**config.mk**
```make
export PLATFORM = sky130hd
export DESIGN_NAME = red_pitaya_asg_sweep
export DESIGN_NICKNAME = d
export VERILOG_FILES = /design/src/rtl/red_pitaya_asg_sweep.sv
export SDC_FILE = /design/constraint.sdc
export NUM_CORES = 2
export LEC_CHECK = 0
export ABC_AREA = 1
export BUFFER_PORTS_ARGS = -buffer_cell sky130_fd_sc_hd__buf_2
export CORE_MARGIN = 2
export CORE_UTILIZATION = 41
export DETAILED_ROUTE_END_ITERATION = 8
export PLACE_DENSITY = 0.61
export SYNTH_ARGS = -nofsm -noshare
export SYNTH_HDL_FRONTEND = slang
export SYNTH_SLANG_ARGS = --single-unit
```
**constraint.sdc**
```tcl
create_clock -name dac_clk_i -period 14.1 [get_ports dac_clk_i]
set_input_delay 0 -clock dac_clk_i [delete_from_list [all_inputs] [get_ports dac_clk_i]]
set_output_delay 0 -clock dac_clk_i [all_outputs]
set_load 0.05 [all_outputs]
```
**src/rtl/red_pitaya_asg_sweep.sv**
```systemverilog
// Frequency-sweep scheduler for one ASG channel.
// Walks the 64-bit phase increment {step_o,step_lo_o} from a start value to a
// stop value in fixed increments, one update per dwell period, and pulses
// step_upd_o on every update so the channel latches the new step.
// Single, repeat and ping-pong sweeps are supported.
module red_pitaya_asg_sweep #(
    parameter int DW = 32,
    parameter int CW = 32
) (
    input  logic          dac_clk_i,
    input  logic          dac_rstn_i,
    input  logic          start_i,
    input  logic          stop_i,
    input  logic [63:0]   cfg_start_i,
    input  logic [63:0]   cfg_stop_i,
    input  logic [63:0]   cfg_inc_i,
    input  logic [DW-1:0] cfg_dwell_i,
    input  logic [1:0]    cfg_mode_i,
    output logic [31:0]   step_o,
    output logic [31:0]   step_lo_o,
    output logic          step_upd_o,
    output logic          busy_o,
    output logic          done_o,
    output logic [CW-1:0] upd_cnt_o
);

    typedef enum logic [1:0] {IDLE, LOAD, RUN, DONE} state_t;

    state_t        state, state_nx;

    logic [1:0]    rst_sync;
    logic          rst_n;

    logic [63:0]   sh_start, sh_stop, sh_inc;
    logic [DW-1:0] sh_dwell;
    logic [1:0]    sh_mode;
    logic          cap;

    logic [63:0]   step_q, step_nx;
    logic [63:0]   target_q, target_nx;
    logic          tgt_stop_q, tgt_stop_nx;
    logic          dir_up_q, dir_up_nx;
    logic [DW-1:0] dwell_cnt_q, dwell_cnt_nx;
    logic [CW-1:0] upd_cnt_q, upd_cnt_nx;
    logic          upd_q, upd_nx;

    // One step from cur toward tgt, clamped so the target is never overshot.
    // A zero increment jumps straight to the target.
    function automatic logic [63:0] step_toward(input logic [63:0] cur,
                                                input logic [63:0] tgt,
                                                input logic [63:0] inc,
                                                input logic        up);
        logic [64:0] s;
        logic [63:0] r;
        if (up) begin
            s = {1'b0, cur} + {1'b0, inc};
            r = (s[64] || (s[63:0] > tgt)) ? tgt : s[63:0];
        end else begin
            s = {1'b0, cur} - {1'b0, inc};
            r = (s[64] || (s[63:0] < tgt)) ? tgt : s[63:0];
        end
        if (inc == 64'd0)
            r = tgt;
        return r;
    endfunction

    // Update counter sticks at all-ones instead of wrapping.
    function automatic logic [CW-1:0] sat_inc(input logic [CW-1:0] c);
        return (&c) ? c : c + CW'(1);
    endfunction

    // Dwell of 0 behaves like 1; the counter holds cycles-to-wait minus one.
    function automatic logic [DW-1:0] dwell_reload(input logic [DW-1:0] d);
        return (d == '0) ? '0 : d - DW'(1);
    endfunction

    // Reset asserts asynchronously and releases on a clock edge.
    always_ff @(posedge dac_clk_i or negedge dac_rstn_i) begin
        if (!dac_rstn_i)
            rst_sync <= 2'b00;
        else
            rst_sync <= {rst_sync[0], 1'b1};
    end

    assign rst_n = rst_sync[1];

    // FSM state register.
    always_ff @(posedge dac_clk_i or negedge rst_n) begin
        if (!rst_n)
            state <= IDLE;
        else
            state <= state_nx;
    end

    // Next state plus next values of the sweep datapath; stop_i overrides everything.
    always_comb begin
        state_nx     = state;
        cap          = 1'b0;
        step_nx      = step_q;
        target_nx    = target_q;
        tgt_stop_nx  = tgt_stop_q;
        dir_up_nx    = dir_up_q;
        dwell_cnt_nx = dwell_cnt_q;
        upd_cnt_nx   = upd_cnt_q;
        upd_nx       = 1'b0;
        if (stop_i) begin
            state_nx = IDLE;
        end else begin
            case (state)
                IDLE, DONE: begin
                    if (start_i) begin
                        state_nx   = LOAD;
                        cap        = 1'b1;
                        upd_cnt_nx = '0;
                    end
                end
                LOAD: begin
                    state_nx     = RUN;
                    step_nx      = sh_start;
                    upd_nx       = 1'b1;
                    upd_cnt_nx   = sat_inc(upd_cnt_q);
                    dwell_cnt_nx = dwell_reload(sh_dwell);
                    target_nx    = sh_stop;
                    tgt_stop_nx  = 1'b1;
                    dir_up_nx    = (sh_stop >= sh_start);
                end
                RUN: begin
                    if (dwell_cnt_q != '0) begin
                        dwell_cnt_nx = dwell_cnt_q - DW'(1);
                    end else begin
                        dwell_cnt_nx = dwell_reload(sh_dwell);
                        if (step_q != target_q) begin
                            step_nx    = step_toward(step_q, target_q, sh_inc, dir_up_q);
                            upd_nx     = 1'b1;
                            upd_cnt_nx = sat_inc(upd_cnt_q);
                        end else begin
                            case (sh_mode)
                                2'd1: begin
                                    step_nx    = sh_start;
                                    upd_nx     = 1'b1;
                                    upd_cnt_nx = sat_inc(upd_cnt_q);
                                end
                                2'd2: begin
                                    target_nx   = tgt_stop_q ? sh_start : sh_stop;
                                    tgt_stop_nx = ~tgt_stop_q;
                                    dir_up_nx   = ~dir_up_q;
                                    step_nx     = step_toward(step_q, tgt_stop_q ? sh_start : sh_stop,
                                                              sh_inc, ~dir_up_q);
                                    upd_nx      = 1'b1;
                                    upd_cnt_nx  = sat_inc(upd_cnt_q);
                                end
                                default: state_nx = DONE;
                            endcase
                        end
                    end
                end
                default: state_nx = IDLE;
            endcase
        end
    end

    // Shadow configuration, captured only when a sweep is launched.
    always_ff @(posedge dac_clk_i or negedge rst_n) begin
        if (!rst_n) begin
            sh_start <= '0;
            sh_stop  <= '0;
            sh_inc   <= '0;
            sh_dwell <= '0;
            sh_mode  <= '0;
        end else if (cap) begin
            sh_start <= cfg_start_i;
            sh_stop  <= cfg_stop_i;
            sh_inc   <= cfg_inc_i;
            sh_dwell <= cfg_dwell_i;
            sh_mode  <= cfg_mode_i;
        end
    end

    // Sweep datapath registers.
    always_ff @(posedge dac_clk_i or negedge rst_n) begin
        if (!rst_n) begin
            step_q      <= '0;
            target_q    <= '0;
            tgt_stop_q  <= 1'b0;
            dir_up_q    <= 1'b0;
            dwell_cnt_q <= '0;
            upd_cnt_q   <= '0;
            upd_q       <= 1'b0;
        end else begin
            step_q      <= step_nx;
            target_q    <= target_nx;
            tgt_stop_q  <= tgt_stop_nx;
            dir_up_q    <= dir_up_nx;
            dwell_cnt_q <= dwell_cnt_nx;
            upd_cnt_q   <= upd_cnt_nx;
            upd_q       <= upd_nx;
        end
    end

    assign step_o     = step_q[63:32];
    assign step_lo_o  = step_q[31:0];
    assign step_upd_o = upd_q;
    assign upd_cnt_o  = upd_cnt_q;
    assign busy_o     = (state == LOAD) || (state == RUN);
    assign done_o     = (state == DONE);

endmodule

```
* Word level (Yosys, flattened, before mapping)
Index checks and enable logic that the tools add are counted. Widths: inputs -> output; s select.
Storage, ports and cells: register bits 425, bits of input ports 230, output and inout bits 99, logic and storage cells 109
Cells by class: add/subtract/negate cells 5, order comparisons 5, eq/ne operators 16, mux-type cells 48, bitwise gates (word level) 3, reductions and logical operators 18
Operator list (count):
- $mux 64 | 14
- $pmux 64 s2 | 3
- $mux 32 | 7
- $gt 64x64->1 | 2
- $lt 64x64->1 | 2
- $pmux 32 s3 | 1
- $add 64x64->65 | 1
- $sub 64x64->65 | 1
- $ge 64x64->1 | 1
- $logic_not 64->1 | 1
- $ne 64x64->1 | 1
- $pmux 32 s2 | 1
- $sub 32x1->32 const B | 2
- $add 32x1->32 const B | 1
- $logic_not 32->1 | 1
- $reduce_and 32->1 | 1
- $reduce_bool 32->1 | 1
- $ne 3x3->1 const B | 5
- $mux 1 | 13
- $reduce_and 4->1 | 3
- $mux 2 | 5
- $eq 2x2->1 const B | 3
- $ne 2x2->1 const B | 3
- $pmux 1 s2 | 3
- other kinds (11) | 19

* Depth between registers and ports, before layout
depth after elaboration 10, mapped depth 40, mapped depth without buffers 38

* Worst setup path after synthesis
OpenSTA, ideal clock, no wires.
path type register to register, start point reg step_q[0], end point reg step_q[14], setup time 78 ps, arrival time 4339 ps, required time 14022 ps, path slack 9684 ps, cell stages (with the launch flop) 34, path buffers 2, clock period less this slack 4416 ps, path through dfrtp_1 ha_1 inv_1 fa_1 inv_1 nand3_1 nand3_1 nand2_1 nand3_1 nand2_1 nand2_1 nand2_1 nand2_1 nand2_1 nand2_1 inv_1 ha_1 nand2_1 nor2_1 nand2_1 nor4_1 nor2b_1 nand3_1 nand2_1 buf_2 buf_2 a21oi_1 nor2_1 nor2_1 nand2_1 nand2_1 nand2_1 nand2_1 a21oi_1
On the way: cells in the longest elaborated chain, start to end 10, elaborated cells between the ends (all ways) 25, those cells by class add/sub (2); order compare (4); eq/ne (2); mux (12); reduce/logical (5)
RTL lines:
- start, declared | line 39 | logic [63:0] step_q, step_nx;
- start signal, assigned | line 190 | step_q <= step_nx;
- $add 64x64->65 or $sub 64x64->65 (tied branches) | line 56, 59
- $gt 64x64->1 or $lt 64x64->1 (tied branches) | line 57, 60
- $logic_or 1x1->1 (on tied branches) | line 57, 60
- $mux 64 (on tied branches) | line 57, 60
- $mux 64 | line 55 | if (up) begin
- $mux 64 | line 62 | if (inc == 64'd0)
- $pmux 64 s2 | line 137 | case (sh_mode)
- $mux 64 | line 132 | if (step_q != target_q) begin
- $mux 64 | line 128 | if (dwell_cnt_q != '0) begin
- $pmux 64 s2 | line 109 | case (state)
Several ways; a longest one is shown, not always the timed one. The select of a mux whose other input is x is not followed. A chain may end at the register's enable or synchronous reset.

* Worst setup path in the final report
start point reg sh_inc[42], end point reg step_q[42]
On the way: cells in the longest elaborated chain, start to end 10, elaborated cells between the ends (all ways) 23, those cells by class add/sub (2); order compare (4); mux (12); reduce/logical (5)
RTL lines:
- start, declared | line 34 | logic [63:0] sh_start, sh_stop, sh_inc;
- start signal, assigned | line 173 | sh_inc <= cfg_inc_i;
- $add 64x64->65 or $sub 64x64->65 (tied branches) | line 56, 59
- $gt 64x64->1 or $lt 64x64->1 (tied branches) | line 57, 60
- $logic_or 1x1->1 (on tied branches) | line 57, 60
- $mux 64 (on tied branches) | line 57, 60
- $mux 64 | line 55
- $mux 64 | line 62
- $pmux 64 s2 | line 137
- $mux 64 (*) | line 132
- $mux 64 (*) | line 128
- $pmux 64 s2 (*) | line 109
Mark *: on every way between the ends. The rest lies on a longest branch, timed or not. The select of a mux whose other input is x is not followed.

==> flow_metrics.py <==
metrics = {
    "setup_path": {
        "cp.required_ns": 14.71,
        "cp.arrival_ns": 9.62,
        "startpoint": "sh_inc[42]",
        "reg2reg_from": "sh_inc[42]",
        "cpMostUsedCell": "nand2_1",
        "path_max_fanout": 64,
        "path_buf_inv": 5,
        "cpMaxStageDelayCell": "nor3b_1",
        "slowest_delay_ns": 1.08,
        "endpoint_kind": "register",
        "cp_top_family": "simple AND/OR/NAND/NOR gates",
        "r2r-end": "step_q[42]",
        "start_kind": "register",
        "rr_worst_depth": 28,
        "r2r_setup_slack_ns": 5.09,
        "critPathKind": "register to register",
    },
    "global_routing": {
        "grt_max_degree": 173,
        "grt_pass1_wl_um": 329000,
        "antenna_found_initial": 5,
        "grt-ovfl-total": 0,
        "grt_usage_pct": 37.2,
        "grt_pass1_vias": 50700,
    },
    "placement": {
        "port_buffers": 328,
        "detailed_place.area_um2": 50000,
        "dp.final_hpwl_um": 175000,
        "gp_congestion": 1.04,
    },
    "timing": {
        "worstMarginPinSlew_ns": 1.34,
        "fin_crit_sh_pct": 63.9,
        "fmax_mhz": 111,
        "drv_slew": 0,
        "max_slew_margin_pct": 10.5,
        "setup_tns_ns": 0,
        "rsz0062_at_grt": "false",
        "finalHoldViolCount": 0,
        "finalClockSkew_ns": 0.0357,
        "finalCriticalPeriod_ns": 9.01,
        "setup_violations": 0,
    },
    "finish": {
        "drive_gt1_share_pct": 7.63,
        "num_antenna_cells": 0,
        "finalInstanceArea_um2": 54300,
        "mostFrequentLayoutCells": "nand2_1, inv_1, nor2_1",
        "area_growth_pct": 15.1,
        "seq_area_um2": 10600,
        "nFillCells": 12200,
        "layout.nets": 8852,
        "final_common_cell": "nand2_1",
        "multi_input_area_um2": 30800,
    },
    "clock_tree": {
        "clk_pin_slew_ns": 0.06,
        "cts_setup_buffers": 0,
        "holdBufCountCts": 232,
        "ctsResizeCount": 0,
        "cts_buffer_depth": 3,
        "cts-root-buf": "clkbuf_16",
        "clock_sinks": 425,
        "cts_tree": "built",
        "clk_latency_ns": 0.70,
        "cts-htree-levels": 2,
        "cts_buffers": 57,
    },
    "yosys": {
        "syn_area_um2": 47200,
        "synthDistinctLibCells": 56,
        "synth_top_area_share_pct": 22.5,
        "synth_nets": 8504,
        "synth_edf_count": 0,
        "synth.area.top_cells": "dfrtp_1, nand2_1, ha_1, inv_1, a21oi_1",
        "synth_seq_cells": 425,
        "yosysSeqAreaShare_pct": 22.5,
        "yosysTopAreaCell": "dfrtp_1",
        "synth.avg_cell_area_um2": 6.04,
        "synth_ff_type": "dfrtp_1",
        "yosysWarningCount": 0,
        "syn_inst": 7817,
        "synthArstFlopShare_pct": 100,
    },
    "min_path": {
        "hold_path.class": "input port to register",
        "hold_path_depth": 3,
        "hold_end": "sh_dwell[8]",
        "hold_start": "cfg_dwell_i[8]",
    },
    "run_status": {
        "status": "completed",
    },
    "routing": {
        "vias": 54100,
        "wl_um": 225000,
        "drt_iter0_drc": 6176,
        "wl_per_cell_um": 23.1,
        "drtAntennaViolNets": 0,
        "post-route-drc-count": 0,
        "via_per_inst": 5.57,
        "dr.pass1.iters": 8,
    },
    "run": {
        "cap_viol_max_count": 0,
    },
    "floorplanning": {
        "die_w_um": 343,
        "die_h_um": 343,
        "io_pins": 329,
        "coreArea_um2": 114000,
        "initial_core_util_pct": 41.3,
        "dieArea_um2": 118000,
        "row_count": 124,
    },
}
==> metrics by stage <==
step,utilization (%),setup WS (ns),instances,hold WS [ns]
6_report,47.5,5.09,9725,0.0608
5_1_grt,47.5,4.90,9725,0.0743
4_1_cts,47.5,5.47,9725,0.0300
3_5_place_dp,43.7,5.52,9386,-0.213
3_3_place_gp,43.7,5.37,9386,-0.213
2_1_floorplan,-,1.38,7817,-0.296
==> synth_stat cells, drive strengths merged, types with 2 or more instances <==
cell     count
dfrtp      425
and3         2
nand2     2157
and2         2
a221oi       3
xnor2       54
clkinv       8
buf        140
o21a         7
o211ai      15
nor3b        3
mux2        31
o31ai       18
nor3        63
nor4        60
o21bai      24
a21o         7
a211oi       7
a21oi      744
nand3      724
o22ai       11
nand3b       3
nand4       93
o21ai      441
a31oi        9
nor2       791
a2111oi      2
ha         455
o221ai      13
clkbuf     212
fa           2
inv       1146
xor2       135
==> logic make-up (layout without fill, tap and decap cells) <==
kind of cell,count (synthesis),after routing,share of synthesized area (%)
compound gates,1306,1306,14.5
other cells,1,1,0.00794
flops,425,425,22.5
simple gates,3902,3902,34.1
xor+xnor,189,189,3.51
mux,31,31,0.739
fa+ha+maj,457,457,12.1
buf+inv,1506,1902,12.4
==> sequential cells by signal, summed over array words and instances, names as in the netlist <==
register,count
dir_up_q,1
dwell_cnt_q,32
rst_sync,2
sh_dwell,32
sh_inc,64
sh_mode,2
sh_start,64
sh_stop,64
state,2
step_q,64
step_upd_o,1
target_q,64
tgt_stop_q,1
upd_cnt_o,32
==> metal layers <==
metal  track usage [%]  part of all wire, %
met5                 0               0.0058
met4              13.1                  3.8
met3              5.77                  8.9
met2              57.5                   43
met1              52.4                   44
==> tightest hold or removal path, stage by stage <==
cell           delay (ns)
dlygate4sd3_1        0.51
buf_2                0.09
mux2_2               0.12
==> final cells by class <==
| cell class | instances | area share, % |
|---|---|---|
| Inverter | 1154 | 7.99 |
| Clock inverter | 31 | 0.684 |
| Sequential cell | 425 | 19.6 |
| Clock buffer | 76 | 3.00 |
| Multi-Input combinational cell | 5886 | 56.8 |
| Tap cell | 1512 | 3.48 |
| Timing Repair Buffer | 641 | 8.48 |
==> worst max-delay path by stage <==
stage,end,slack (ns),cells after the start
after global routing,step_q[27],4.90,28
after detailed placement,step_q[42],5.52,28
after CTS,step_q[42],5.47,28
final,step_q[42],5.09,28
after floorplan,dir_up_q,1.38,0
after global placement,step_q[24],5.37,28
Power is not shown: default switching activity piles up to over one toggle a cycle in this logic, so the estimate is an artifact.
